## src/rtl/knight_decode.sv

```systemverilog
// knight_decode: locks onto a one-hot bouncing LED sweep, tracks lamp and direction.
// Define KNIGHT_DECODE_HOLD_EN to accept a repeated lamp while locked as a dwell.
module knight_decode #(
   parameter int N  = 8,
   parameter int PW = 3,
   parameter int CW = 8
) (
   input  logic          ck,
   input  logic          res,
   input  logic          stb,
   input  logic [N-1:0]  led,
   output logic [PW-1:0] pos,
   output logic          up,
   output logic          locked,
   output logic          err,
   output logic [CW-1:0] sweep_cnt,
   output logic [CW-1:0] err_cnt
);

   typedef enum logic [1:0] {SYNC0, SYNC1, LOCK} state_t;

   localparam logic [PW-1:0] LAST = PW'(N - 1);
   localparam logic [PW-1:0] STEP = PW'(1);
   localparam logic [PW:0]   ONE  = (PW + 1)'(1);
   localparam logic [CW-1:0] INC  = CW'(1);

   state_t        state, state_n;
   logic [PW-1:0] cand, cand_n, pos_n, idx, expct;
   logic          up_n, locked_n, err_n;
   logic          onehot, adjacent;
   logic [PW:0]   hot;
   logic [CW-1:0] sweep_n, errc_n;

   always_comb begin
      hot = '0;
      idx = '0;
      for (int i = 0; i < N; i++) begin
         if (led[i]) begin
            hot = hot + ONE;
            idx = PW'(i);
         end
      end
   end

   // widened compare so that lamp 0 and lamp 2**PW-1 are not adjacent
   assign onehot   = (hot == ONE);
   assign adjacent = ({1'b0, idx} == {1'b0, cand} + ONE) ||
                     ({1'b0, cand} == {1'b0, idx} + ONE);
   assign expct    = up ? pos + STEP : pos - STEP;

   function automatic logic dir(input logic [PW-1:0] nw,
                                input logic [PW-1:0] prev);
      if (nw == LAST) return 1'b0;
      if (nw == '0) return 1'b1;
      return nw > prev;
   endfunction

   always_comb begin
      state_n  = state;
      cand_n   = cand;
      pos_n    = pos;
      up_n     = up;
      locked_n = locked;
      err_n    = 1'b0;
      sweep_n  = sweep_cnt;
      errc_n   = err_cnt;
      if (stb) begin
         unique case (state)
            SYNC0: begin
               if (onehot) begin
                  cand_n  = idx;
                  state_n = SYNC1;
               end
            end
            SYNC1: begin
               if (!onehot) begin
                  state_n = SYNC0;
               end else if (adjacent) begin
                  pos_n    = idx;
                  up_n     = dir(idx, cand);
                  locked_n = 1'b1;
                  state_n  = LOCK;
               end else begin
                  cand_n = idx;
               end
            end
            LOCK: begin
               if (onehot && idx == expct) begin
                  pos_n = expct;
                  up_n  = dir(expct, pos);
                  if (expct == '0) sweep_n = sweep_cnt + INC;
               end
`ifdef KNIGHT_DECODE_HOLD_EN
               else if (onehot && idx == pos) begin
                  state_n = LOCK;
               end
`endif
               else begin
                  err_n    = 1'b1;
                  locked_n = 1'b0;
                  if (err_cnt != '1) errc_n = err_cnt + INC;
                  if (onehot) begin
                     cand_n  = idx;
                     state_n = SYNC1;
                  end else begin
                     state_n = SYNC0;
                  end
               end
            end
            default: state_n = SYNC0;
         endcase
      end
   end

   always_ff @(posedge ck) begin
      if (res) begin
         state     <= SYNC0;
         cand      <= '0;
         pos       <= '0;
         up        <= 1'b1;
         locked    <= 1'b0;
         err       <= 1'b0;
         sweep_cnt <= '0;
         err_cnt   <= '0;
      end else begin
         state     <= state_n;
         cand      <= cand_n;
         pos       <= pos_n;
         up        <= up_n;
         locked    <= locked_n;
         err       <= err_n;
         sweep_cnt <= sweep_n;
         err_cnt   <= errc_n;
      end
   end

endmodule

```

## config.mk

```make
export PLATFORM = sky130hd
export DESIGN_NAME = knight_decode
export DESIGN_NICKNAME = d
export VERILOG_FILES = /design/src/rtl/knight_decode.sv
export SDC_FILE = /design/constraint.sdc
export NUM_CORES = 1
export LEC_CHECK = 0
export CAP_MARGIN = 30
export CORE_ASPECT_RATIO = 0.5
export CORE_MARGIN = 2
export CORE_UTILIZATION = 55
export DETAILED_ROUTE_END_ITERATION = 7
export GPL_TIMING_DRIVEN = 1
export PLACE_DENSITY = 0.76
export SLEW_MARGIN = 20
export SYNTH_ARGS = -nofsm -noshare
export SYNTH_HDL_FRONTEND = slang
export SYNTH_SLANG_ARGS = --single-unit
```

## constraint.sdc

```tcl
create_clock -name ck -period 5.5 [get_ports ck]
set_clock_uncertainty 0.05 [all_clocks]
set_input_delay 0.55 -clock ck [delete_from_list [all_inputs] [get_ports ck]]
set_output_delay 0.55 -clock ck [all_outputs]
set_load 0.01 [all_outputs]
```

Word-level counts from Yosys, hierarchy flattened
Index checks and enable logic that the tools add are counted.
- $add $sub $neg: 13
- order comparisons: 2
- equal/unequal tests: 16
- multiplexer cells: 68
- bitwise gates (word level): 3
- reductions and logical operators: 14
- operators by type and width (operator ; number):
    $mux W3 ; 14
    $mux W1 ; 38
    $add A4 B1 Y4 const B ; 7
    $mux W4 ; 7
    $add A8 B1 Y8 const B ; 2
    $reduce_and A5 Y1 ; 3
    $ne A2 B2 Y1 const B ; 6
    $reduce_and A4 Y1 ; 3
    $pmux W3 S3 ; 1
    $add A3 B1 Y4 const B ; 2
    $eq A3 B4 Y1 ; 2
    $mux W2 ; 4
    $ne A8 B8 Y1 const B ; 1
    $eq A3 B3 Y1 const B ; 2
    $gt A3 B3 Y1 ; 2
    $logic_not A3 Y1 ; 2
    $pmux W2 S3 ; 1
    $pmux W3 S2 ; 1
    $eq A4 B1 Y1 const B ; 1
    $pmux W1 S2 ; 2
    $add A3 B1 Y3 const B ; 1
    $eq A3 B3 Y1 ; 1
    $ne A3 B3 Y1 const B ; 1
    $not A1 Y1 ; 3
    other kinds (9) ; 9
- bits in registers: 27
- bits of input ports: 11
- output and inout port bits: 22
- word-level logic and storage cells: 124

Depth between registers and ports, before layout
- word-level depth: 29
- depth in mapped cells: 22
- mapped depth without buffers: 21

Worst setup path before layout
Ideal clock, no wire load.
- kind: input -> register
- start: in led[0]
- end: reg err_cnt[3]
- arrival: 4.764 ns
- data required time: 5.327 ns
- setup slack: 0.563 ns
- stages: 20
- cells stage by stage: inv_1 ha_1 xor2_2 ha_1 nor2b_1 nor2_1 ha_1 a21o_1 ha_1 nand2b_1 o21a_1 ha_1 mux2_2 o21a_1 ha_1 xnor2_1 a31oi_2 o31ai_4 nor4b_1 mux2_1
- cells in the longest elaborated chain, start to end: 19
- RTL lines (item ; RTL line ; RTL):
    from (decl) ; 11 ; input logic [N-1:0] led,
    $mux W1 (*) ; 38 ; if (led[i]) begin
    $add A4 B1 Y4 ; 39 ; hot = hot + ONE;
    $mux W4 (*) ; 38 ;
    $add A4 B1 Y4 ; 39 ;
    $mux W4 (*) ; 38 ;
    $add A4 B1 Y4 ; 39 ;
    $mux W4 (*) ; 38 ;
    $add A4 B1 Y4 ; 39 ;
    [3 not listed] ; - ;
    $add A4 B1 Y4 ; 39 ;
    $mux W4 (*) ; 38 ;
    $add A4 B1 Y4 ; 39 ;
    $mux W4 (*) ; 38 ;
    $eq A4 B1 Y1 (*) ; 46 ; assign onehot = (hot == ONE);
    $logic_and A1 B1 Y1 (*) ; 88 ; if (onehot && idx == expct) begin
    $not A1 Y1 (no source line) (*) ; - ;
    $reduce_and A4 Y1 (no source line) (*) ; - ;
    to (signal assigned) ; 133 ; err_cnt <= errc_n;
    to (decl) ; 17 ; output logic [CW-1:0] err_cnt
Every way passes the cells marked *; elsewhere a longest branch is shown, timed or not.
A chain may end at the register's enable or synchronous reset.

Final worst setup path
- start: in led[0]
- end: reg err_cnt[7]
Same word-level chain as after synthesis.

==> impl_metrics.tcl <==
set metrics [dict create \
    outcome "finished clean" \
    p_per_area_nw_per_um2 207 \
    grt_pass1_wl_mm 8.97 \
    yosysTopAreaCell "dfxtp_1" \
    pin_count 33 \
    antenna_found_initial 0 \
    drtIter0Drc 148 \
    post-dp-hpwl_mm 4.08 \
    clk_pin_slew_ns 0.11 \
    fmax_ghz 0.191 \
    ys_warn_count 0 \
    drc 0 \
    ant_nets 0 \
    rsz0062_at_grt "no" \
    cts_buffers 3 \
    fillCellCount 324 \
    final_area_um2 2920 \
    dr.pass1.iters 6 \
    htree_levels 1 \
    start_util_pct 58.6 \
    cp_data_required_time_ns 5.66 \
    ys_seq_area_share_pct 23.0 \
    via_count 2177 \
    setup_violations 0 \
    clk_latency_ns 0.28 \
    ys_seq_elements 27 \
    row_count 16 \
    hold_class "reg2reg" \
    fp.dieArea_um2 4840 \
    nets 356 \
    syn-mean-instance-area_um2 8.54 \
    final.setup.tns_ns 0 \
    max_cap_violations 0 \
    diodes 0 \
    path_class "in2reg" \
    slew_headroom_pct 53.0 \
    coreArea_um2 4000 \
    synth_edf_count 0 \
    layout-drive-gt1-share_pct 15.2 \
    synth.most_common_cell "dfxtp_1" \
    die-height_um 50.2 \
    synth_cell_types 63 \
    drv_slew 0 \
    synthTopCellsByArea "dfxtp_1 (23%), ha_1 (11%), a21oi_1 (4.7%), xnor2_1 (4.5%), inv_1 (3.7%)" \
    clock_path_buffers 2 \
    hold_slack_ns 0.446 \
    die_w_um 96.4 \
    vias_per_cell 5.79 \
    crit_path_end_kind "flip-flop" \
    min_period_ns 5.23 \
    cts-root-buf "clkbuf_8" \
    syn_to_final_growth_pct 24.3 \
    portBuffers 32 \
    syn-num-nets 308 \
    ys.flop_type "dfxtp_1" \
    gp_congestion 0.845 \
    worst_pin_slew_ns 0.696 \
    max-vdd-ir-drop_v 0.000148 \
    critPathMaxFanout 9 \
    grt_max_degree 18 \
    hold_viol 0 \
    synthCells 275 \
    wire_per_inst_um 14.2 \
    start_kind "primary input" \
    cts_tree "built" \
    synth_common_cells "dfxtp_1 (27), inv_1 (23), a21oi_1 (22)" \
    dpl_cell_area_um2 2800 \
    synth.cell_area_um2 2350 \
    cts_sinks 27 \
    post-route-period-util_pct 95.2 \
    leakagePower_nw 1.18 \
    arrival_ns 5.40 \
    drt-total-wl_mm 5.33 \
    rr_worst_depth 11 \
    rrSetupSlack_ns 2.49 \
    synth_top_area_share_pct 23.0 \
    async_flop_share_pct 0 \
    whs_path_depth 2 \
    grt-ovfl-total 0 \
    grt_pass1_vias 2057 \
    grt_use_total_pct 23.3 \
]
==> worst paths after layout <==
path                                    from      endpoint
worst max-delay path                  led[0]    err_cnt[7]
worst min-delay path            sweep_cnt[7]  sweep_cnt[7]
worst max register to register        pos[0]        pos[1]
worst min register to register  sweep_cnt[7]  sweep_cnt[7]
==> sequential cells by signal, summed over array words and instances (netlist names) <==
register	flops
err_cnt	8
sweep_cnt	8
cand	3
pos	3
state	2
err	1
locked	1
up	1
==> cell type report <==
type	instances	area, um^2	share of cell area (%)
Sequential cell	27	541	18.5
Clock inverter	1	7.51	0.257
Tap cell	54	67.6	2.32
Multi-Input combinational cell	215	1690	57.9
Inverter	23	86.3	2.96
Clock buffer	3	41.3	1.42
Timing Repair Buffer	53	485	16.6
==> kinds of logic after synthesis <==
group | synth area share (%)
fa+ha+maj | 12.0
compound gates | 21.1
simple gates | 23.9
mux | 2.88
xor+xnor | 11.1
flops | 23.0
buf+inv | 5.92
==> metal layers <==
layer	vias to the layer above	GRT usage [%]	part of all wire (%)
met4	0	5.16	1.2
met5	-	0	0
met2	57	41.9	49
li1	1083	-	-
met1	1029	29.9	46
met3	8	3.15	4.3
==> power breakdown <==
group,leakage [nW],switching (W),internal (W)
Clock,0.0217,0.0000726,0.0000516
Combinational,0.941,0.000140,0.000132
Sequential,0.218,0.00000676,0.000202
==> layout by cell type, fill, tap and decap left out, types with 5 or more instances in the layout <==
cell type	n
clkdlybuf4s50_1	32
dfxtp_1	27
inv_1	23
a21oi_1	22
ha_1	21
buf_4	20
nor2_1	18
nand2_1	16
xnor2_1	11
and3_1	10
o21ai_0	10
nand3_1	7
nand2b_1	6
or3_1	6
a21o_1	5
xor2_1	5
==> what timing repair did <==
item / CTS / global route
setup buffers: 0 / 6
hold endpoints to repair: 0 / 0
setup endpoints to repair: 0 / 14
hold buffers: 0 / 0
gates resized for setup: 0 / 4
==> worst max-delay path, cell delays in order <==
cell             delay [ns]
clkdlybuf4s50_1        0.48
inv_1                  0.05
ha_1                   0.34
xor2_2                 0.20
ha_1                   0.30
nor2b_2                0.14
nor2_1                 0.06
ha_1                   0.29
a21o_1                 0.20
ha_1                   0.29
nand2b_1               0.16
o21a_1                 0.12
ha_1                   0.26
mux2_2                 0.26
o21a_1                 0.12
ha_1                   0.21
xnor2_2                0.16
a31oi_4                0.29
o31ai_4                0.14
buf_4                  0.17
or4_1                  0.46
a21oi_1                0.14
==> per-stage QoR <==
step	utilization (%)	cells	total power [W]	setup slack, ns
final	72.9	376	0.000604	0.266
after global routing	72.9	376	0.000640	0.0296
after CTS	71.2	370	0.000584	0.130
after detailed placement	70.0	366	0.000461	-0.173
after global placement	69.6	365	0.000449	0.0390
after floorplan	-	275	0.000395	0.563
Note: power is estimated with default switching activity, not from simulation.
